<file path="src/rtl/sram_fetch_tracker.sv">
// sram_fetch_tracker
//   Tracks instruction-fetch requests issued to an SRAM-style bus that
//   returns data in order. Accepted addresses wait in an address FIFO until
//   their data arrives; live responses then wait in a response FIFO for the
//   consumer. A flush marks every outstanding request as cancelled (its data
//   is dropped on arrival) and empties the response FIFO.
// Ports
//   clk, resetn                      clock, async active-low reset
//   req_valid/req_addr/req_ready     fetch-stage request handshake
//   sram_req/sram_addr/sram_addr_ok  bus address phase
//   sram_data_ok/sram_rdata          bus data phase (oldest request first)
//   flush                            cancel everything outstanding
//   rsp_valid/rsp_addr/rsp_data/rsp_ready  response handshake
//   occupancy                        in-flight + buffered count (registered)
//   err                              sticky: data returned with nothing in flight
module sram_fetch_tracker #(
  parameter int DEPTH = 4,
  parameter int AW    = 32,
  parameter int DW    = 32
) (
  input  logic                   clk,
  input  logic                   resetn,
  input  logic                   req_valid,
  input  logic [AW-1:0]          req_addr,
  output logic                   req_ready,
  output logic                   sram_req,
  output logic [AW-1:0]          sram_addr,
  input  logic                   sram_addr_ok,
  input  logic                   sram_data_ok,
  input  logic [DW-1:0]          sram_rdata,
  input  logic                   flush,
  output logic                   rsp_valid,
  output logic [AW-1:0]          rsp_addr,
  output logic [DW-1:0]          rsp_data,
  input  logic                   rsp_ready,
  output logic [$clog2(DEPTH):0] occupancy,
  output logic                   err
);
  localparam int PW = $clog2(DEPTH);
  localparam int CW = PW + 1;

  // address FIFO
  logic [AW-1:0]    r_af_addr [DEPTH];
  logic [DEPTH-1:0] r_af_cancel;
  logic [PW-1:0]    r_af_wp, r_af_rp;
  logic [CW-1:0]    r_inflight_cnt;
  // response FIFO
  logic [AW-1:0]    r_rf_addr [DEPTH];
  logic [DW-1:0]    r_rf_data [DEPTH];
  logic [PW-1:0]    r_rf_wp, r_rf_rp;
  logic [CW-1:0]    r_rsp_cnt;

  logic [CW-1:0]    r_occ;
  logic             r_err;

  logic [CW-1:0]    w_occ;
  logic             w_sram_req, w_push_af, w_pop_af, w_push_rf, w_pop_rf;
  logic [CW-1:0]    w_inflight_nxt, w_rsp_nxt;

  always_comb begin
    // Issue decision uses registered counts only, so a slot freed by this
    // cycle's data_ok or response pop is reusable next cycle at the earliest.
    w_occ      = r_inflight_cnt + r_rsp_cnt;
    w_sram_req = resetn & req_valid & ~flush & (w_occ < CW'(DEPTH));
    w_push_af  = w_sram_req & sram_addr_ok;
    w_pop_af   = sram_data_ok & (r_inflight_cnt != '0);
    // Cancelled entries, and any data landing on a flush edge, are dropped.
    w_push_rf  = w_pop_af & ~r_af_cancel[r_af_rp] & ~flush;
    w_pop_rf   = (r_rsp_cnt != '0) & rsp_ready & ~flush;
    w_inflight_nxt = r_inflight_cnt + CW'(w_push_af) - CW'(w_pop_af);
    w_rsp_nxt      = flush ? '0 : (r_rsp_cnt + CW'(w_push_rf) - CW'(w_pop_rf));
  end

  always_ff @(posedge clk or negedge resetn) begin
    if (!resetn) begin
      r_af_cancel    <= '0;
      r_af_wp        <= '0;
      r_af_rp        <= '0;
      r_inflight_cnt <= '0;
      r_rf_wp        <= '0;
      r_rf_rp        <= '0;
      r_rsp_cnt      <= '0;
      r_occ          <= '0;
      r_err          <= 1'b0;
    end else begin
      if (w_push_af) r_af_wp <= r_af_wp + PW'(1);
      if (w_pop_af)  r_af_rp <= r_af_rp + PW'(1);
      // Marking every slot is equivalent to marking only resident ones: a
      // free slot gets its bit cleared when it is next written, and no push
      // can happen on a flush cycle.
      if (flush)          r_af_cancel          <= '1;
      else if (w_push_af) r_af_cancel[r_af_wp] <= 1'b0;
      if (flush) begin
        r_rf_rp <= r_rf_wp;
      end else begin
        if (w_push_rf) r_rf_wp <= r_rf_wp + PW'(1);
        if (w_pop_rf)  r_rf_rp <= r_rf_rp + PW'(1);
      end
      r_inflight_cnt <= w_inflight_nxt;
      r_rsp_cnt      <= w_rsp_nxt;
      r_occ          <= w_inflight_nxt + w_rsp_nxt;
      if (sram_data_ok && r_inflight_cnt == '0) r_err <= 1'b1;
    end
  end

  // storage needs no reset; validity is carried by the pointers/counters
  always_ff @(posedge clk) begin
    if (w_push_af) r_af_addr[r_af_wp] <= req_addr;
    if (w_push_rf) begin
      r_rf_addr[r_rf_wp] <= r_af_addr[r_af_rp];
      r_rf_data[r_rf_wp] <= sram_rdata;
    end
  end

  assign sram_req  = w_sram_req;
  assign sram_addr = req_addr;
  assign req_ready = w_push_af;
  assign rsp_valid = (r_rsp_cnt != '0);
  assign rsp_addr  = r_rf_addr[r_rf_rp];
  assign rsp_data  = r_rf_data[r_rf_rp];
  assign occupancy = r_occ;
  assign err       = r_err;
endmodule

</file>
<file path="config.mk">
export PLATFORM = sky130hd
export DESIGN_NAME = sram_fetch_tracker
export DESIGN_NICKNAME = d
export VERILOG_FILES = /design/src/rtl/sram_fetch_tracker.sv
export SDC_FILE = /design/constraint.sdc
export NUM_CORES = 1
export LEC_CHECK = 0
export BUFFER_PORTS_ARGS = -buffer_cell sky130_fd_sc_hd__clkbuf_2
export CAP_MARGIN = 30
export CELL_PAD_IN_SITES_DETAIL_PLACEMENT = 0
export CELL_PAD_IN_SITES_GLOBAL_PLACEMENT = 1
export CORE_MARGIN = 4
export CORE_UTILIZATION = 31
export CTS_CLUSTER_SIZE = 12
export DETAILED_ROUTE_END_ITERATION = 12
export PLACE_DENSITY = 0.58
export SYNTH_ARGS = -nofsm -noshare
export SYNTH_HDL_FRONTEND = slang
export SYNTH_SLANG_ARGS = --single-unit
export TNS_END_PERCENT = 1
</file>
<file path="constraint.sdc">
create_clock -name clk -period 6 [get_ports clk]
set_clock_uncertainty 0.05 [all_clocks]
set_input_delay 1.2 -clock clk [delete_from_list [all_inputs] [get_ports clk]]
set_output_delay 1.2 -clock clk [all_outputs]
set_load 0.03 [all_outputs]
</file>
==> reports/qor_table.md <==
| Metric | Reported | Unit |
| --- | --- | --- |
| GRT Resource Usage Total | 11.5 | % |
| Run status | finished, final reports clean | - |
| Critical path peak fanout | 40 | - |
| Count of flip-flops with a built-in enable after synthesis | 384 | - |
| CP cell instances | buf_4, mux4_2, clkbuf_2 | - |
| Post-synth top flop | sky130_fd_sc_hd__edfxtp_1 | - |
| Mean number of vias per cell | 4.43 | - |
| Util after Layout | 37.5 | % |
| Residual DRC | 0 | - |
| Number of routed nets with antenna violations | 0 | - |
| Worst path slowest cell | sky130_fd_sc_hd__dfrtp_4 | - |
| Pin count of the biggest net entering global routing | 49 | - |
| Routed wire length | 30.4 | mm |
| Buffers inserted by post-CTS timing repair | 0 | - |
| Leakage power figure | 6.16 | nW |
| Root buf cell | sky130_fd_sc_hd__clkbuf_16 | - |
| TritonCTS clock tree | built | - |
| Detail-routed net length per standard cell | 20.0 | um |
| GR Overflow Total | 0 | - |
| Setup Slack @ Placement | 1.92 | ns |
| Worst setup EP type | output port | - |
| Count of pins on the block boundary | 174 | - |
| Synthesized netlist cell count | 640 | - |
| Number of antenna violations at the first check in global routing | 0 | - |
| Clock-pin transition on the worst setup and hold timing paths | 0.06 | ns |
| Number of different library cells in the post-synthesis netlist | 27 | - |
| Drt first pass iters | 4 | - |
| Via count of the first global-routing pass | 7246 | - |
| Initial standard-cell utilization of the core | 31.3 | % |
| Kind of start point of the critical path | flop | - |
| Fraction of layout instances using a drive strength above 1 | 42.0 | % |
| Post-route worst hold slack | 0.410 | ns |
| Peak clock frequency supported by timing | 245 | MHz |
| H-tree lvl count | 2 | - |
| Number of nets in the synthesized netlist | 728 | - |
| Number of setup violations in the final report | 0 | - |
| Detailed placer's ending HPWL | 18.0 | mm |
| Hold Crit Start | err$_DFFE_PN0P_ | - |
| Seq cells post-synth | 406 | - |
| Max-slew violation total from the final report | 0 | - |
| Clock buffer count from CTS | 46 | - |
| Highest-count cells in the layout ignoring fill and taps | 384 x sky130_fd_sc_hd__edfxtp_1, 173 x sky130_fd_sc_hd__clkbuf_2, 97 x sky130_fd_sc_hd__mux4_2, 49 x sky130_fd_sc_hd__clkbuf_16, 18 x sky130_fd_sc_hd__dfrtp_1 | - |
| Maximum vdd drop | 252 | uV |
| Hold buffers post-CTS | 0 | - |
| Biggest area contributors in the synthesized netlist | sky130_fd_sc_hd__edfxtp_1 76%, sky130_fd_sc_hd__mux4_2 14%, sky130_fd_sc_hd__dfrtp_1 3.6% | - |
| Critical Setup Path Class | reg2out | - |
| Fin crit share | 67.9 | % |
| Total power | 0.00833 | W |
| Buffer depth of the longest clock path | 3 | - |
| Core ar. | 48700 | um^2 |
| Library cell with the largest summed area after synthesis | sky130_fd_sc_hd__edfxtp_1 | - |
| Net total in the final layout | 906 | - |
| Total count of hold-check failures in the final report | 0 | - |
| Worst slew pin tran | 0.891 | ns |
| Number of diodes added for antenna fixing | 0 | - |
| Die extent in x | 230 | um |
| Data required, critical path | 4.75 | ns |
| RSZ-0062 raised after global routing | no | - |
| Summed instance area of the synthesized netlist | 15200 | um^2 |
| Maximum capacitance violations | 0 | - |
| Min cycle time layout | 4.07 | ns |
| Overall via count from detail_route | 6723 | - |
| Async set or reset register ratio after synthesis | 5.42 | % |
| Die area | 52800 | um^2 |
| Fraction of the yosys area taken by sequential cells | 79.2 | % |
| Data arrival time of the critical path | 2.82 | ns |
| Final-layout setup total negative slack | 0 | ns |
| Clock network latency to the later pin of the worst-skew pair | 0.55 | ns |
| Synth top area share | 75.6 | % |
| Mean area per synthesized cell | 23.8 | um^2 |
| Power density over cell area | 456 | nW/um^2 |
| Crit path largest cell delay | 1.01 | ns |
| Total of warnings raised by yosys | 0 | - |
| Startpoint of the most critical setup path | r_rf_rp[0]$_DFFE_PN0P_ | - |
| Buffers added on ports | 173 | - |
| Global-route wire length before repair | 45.6 | mm |
| Number of clock sinks seen by CTS | 406 | - |
| Placement Rows | 81 | - |
| Number of gates given a new drive strength after cts | 0 | - |
| Final critical-path setup slack | 1.93 | ns |
| Die height | 230 | um |
| Class of the most critical hold timing path | reg2reg | - |
| Layout Area Growth over Synthesis | 19.8 | % |
| Number of DRC markers in iteration 0 | 280 | - |
| Commonest non-fill, non-tap cell in the layout | sky130_fd_sc_hd__edfxtp_1 | - |
| Launch point of the worst reg-to-reg path | r_af_rp[0]$_DFFE_PN0N_ | - |
| Slew Limit Headroom | 40.6 | % |
| Weighted congestion reported at the end of routability-driven placement | 0.660 | - |
[area by class of cell]
cell class                      count  area (um^2)
Clock buffer                       62         1270
Clock inverter                     23          213
Fill cell                        4418        30500
Inverter                           11         41.3
Multi-Input combinational cell    167         2790
Sequential cell                   406        12100
Tap cell                          664          831
Timing Repair Buffer              186         1020
[path summary, 6_finish.rpt]
check                           cells past startpoint                     end  slack (ns)
min in group asynchronous                           1  r_rf_rp[1]$_DFFE_PN0P_        0.59
worst min register to register                      1         err$_DFFE_PN0P_        0.41
worst max register to register                     12  occupancy[2]$_DFF_PN0_        1.96
max in group asynchronous                           1  r_af_rp[0]$_DFFE_PN0N_        4.87
worst max-delay path                                3            rsp_addr[14]        1.93
worst min-delay path                                1         err$_DFFE_PN0P_        0.41
[per-stage QoR]
stage	cells	cell area (um^2)
global placement	1430	16700
finish	1519	18300
CTS	1519	18300
floorplan	640	15200
detailed placement	1434	16800
global route	1519	18300
[Yosys cell counts, drive strengths merged (3+ instances only)]
| cell type | n |
|---|---|
| dfrtp | 22 |
| mux4 | 97 |
| edfxtp | 384 |
| and2 | 8 |
| xor2 | 5 |
| nand2 | 6 |
| ha | 14 |
| fa | 3 |
| o21ai | 3 |
| nor2 | 7 |
| a21oi | 4 |
| inv | 11 |
| buf | 46 |
| clkbuf | 10 |
| xnor2 | 9 |
[sequential cells by signal, indices dropped and copies added (netlist names)]
signal	count
occupancy	3
r_af_cancel	4
r_rf_wp	2
r_rsp_cnt	3
r_af_wp	2
r_rf_data	128
r_rf_addr	128
r_inflight_cnt	3
r_rf_rp	2
r_af_addr	128
err	1
r_af_rp	2
[cells by family (layout without fill, tap and decap cells)]
group / Yosys count / in the layout / share of synthesized area, %
xor gates and xnor gates: 14 / 14 / 0.804
muxes: 98 / 98 / 14.4
buffers and inverters: 67 / 282 / 2.57
and+or+nand+nor: 29 / 29 / 1.12
AOI/OAI and AO/OA: 9 / 9 / 0.320
adders and majority gates: 17 / 17 / 1.54
DFF: 406 / 406 / 79.2
[layer usage]
layer  routed length [um]  GRT usage (%)  vias up
li1                     -              -     2982
met2                15000           19.4      181
met5                    0              0        -
met3                 1540           2.65       45
met1                13200           14.9     3515
met4                  685           3.65        0
[critical path, delay by kind of cell (launching register included)]
| family | cells | cell delay, ns |
|---|---|---|
| buffers and inverters | 2 | 0.65 |
| muxes | 1 | 0.59 |
| DFF | 1 | 1.01 |
[power by group]
| group | total, W | leakage, nW | switching (W) | internal (W) |
|---|---|---|---|---|
| clock network | 0.00272 | 0.726 | 0.00106 | 0.00166 |
| registers | 0.00361 | 3.70 | 0.000274 | 0.00333 |
| logic | 0.00200 | 1.73 | 0.00116 | 0.000842 |
Note: power is estimated with default switching activity, not from simulation.
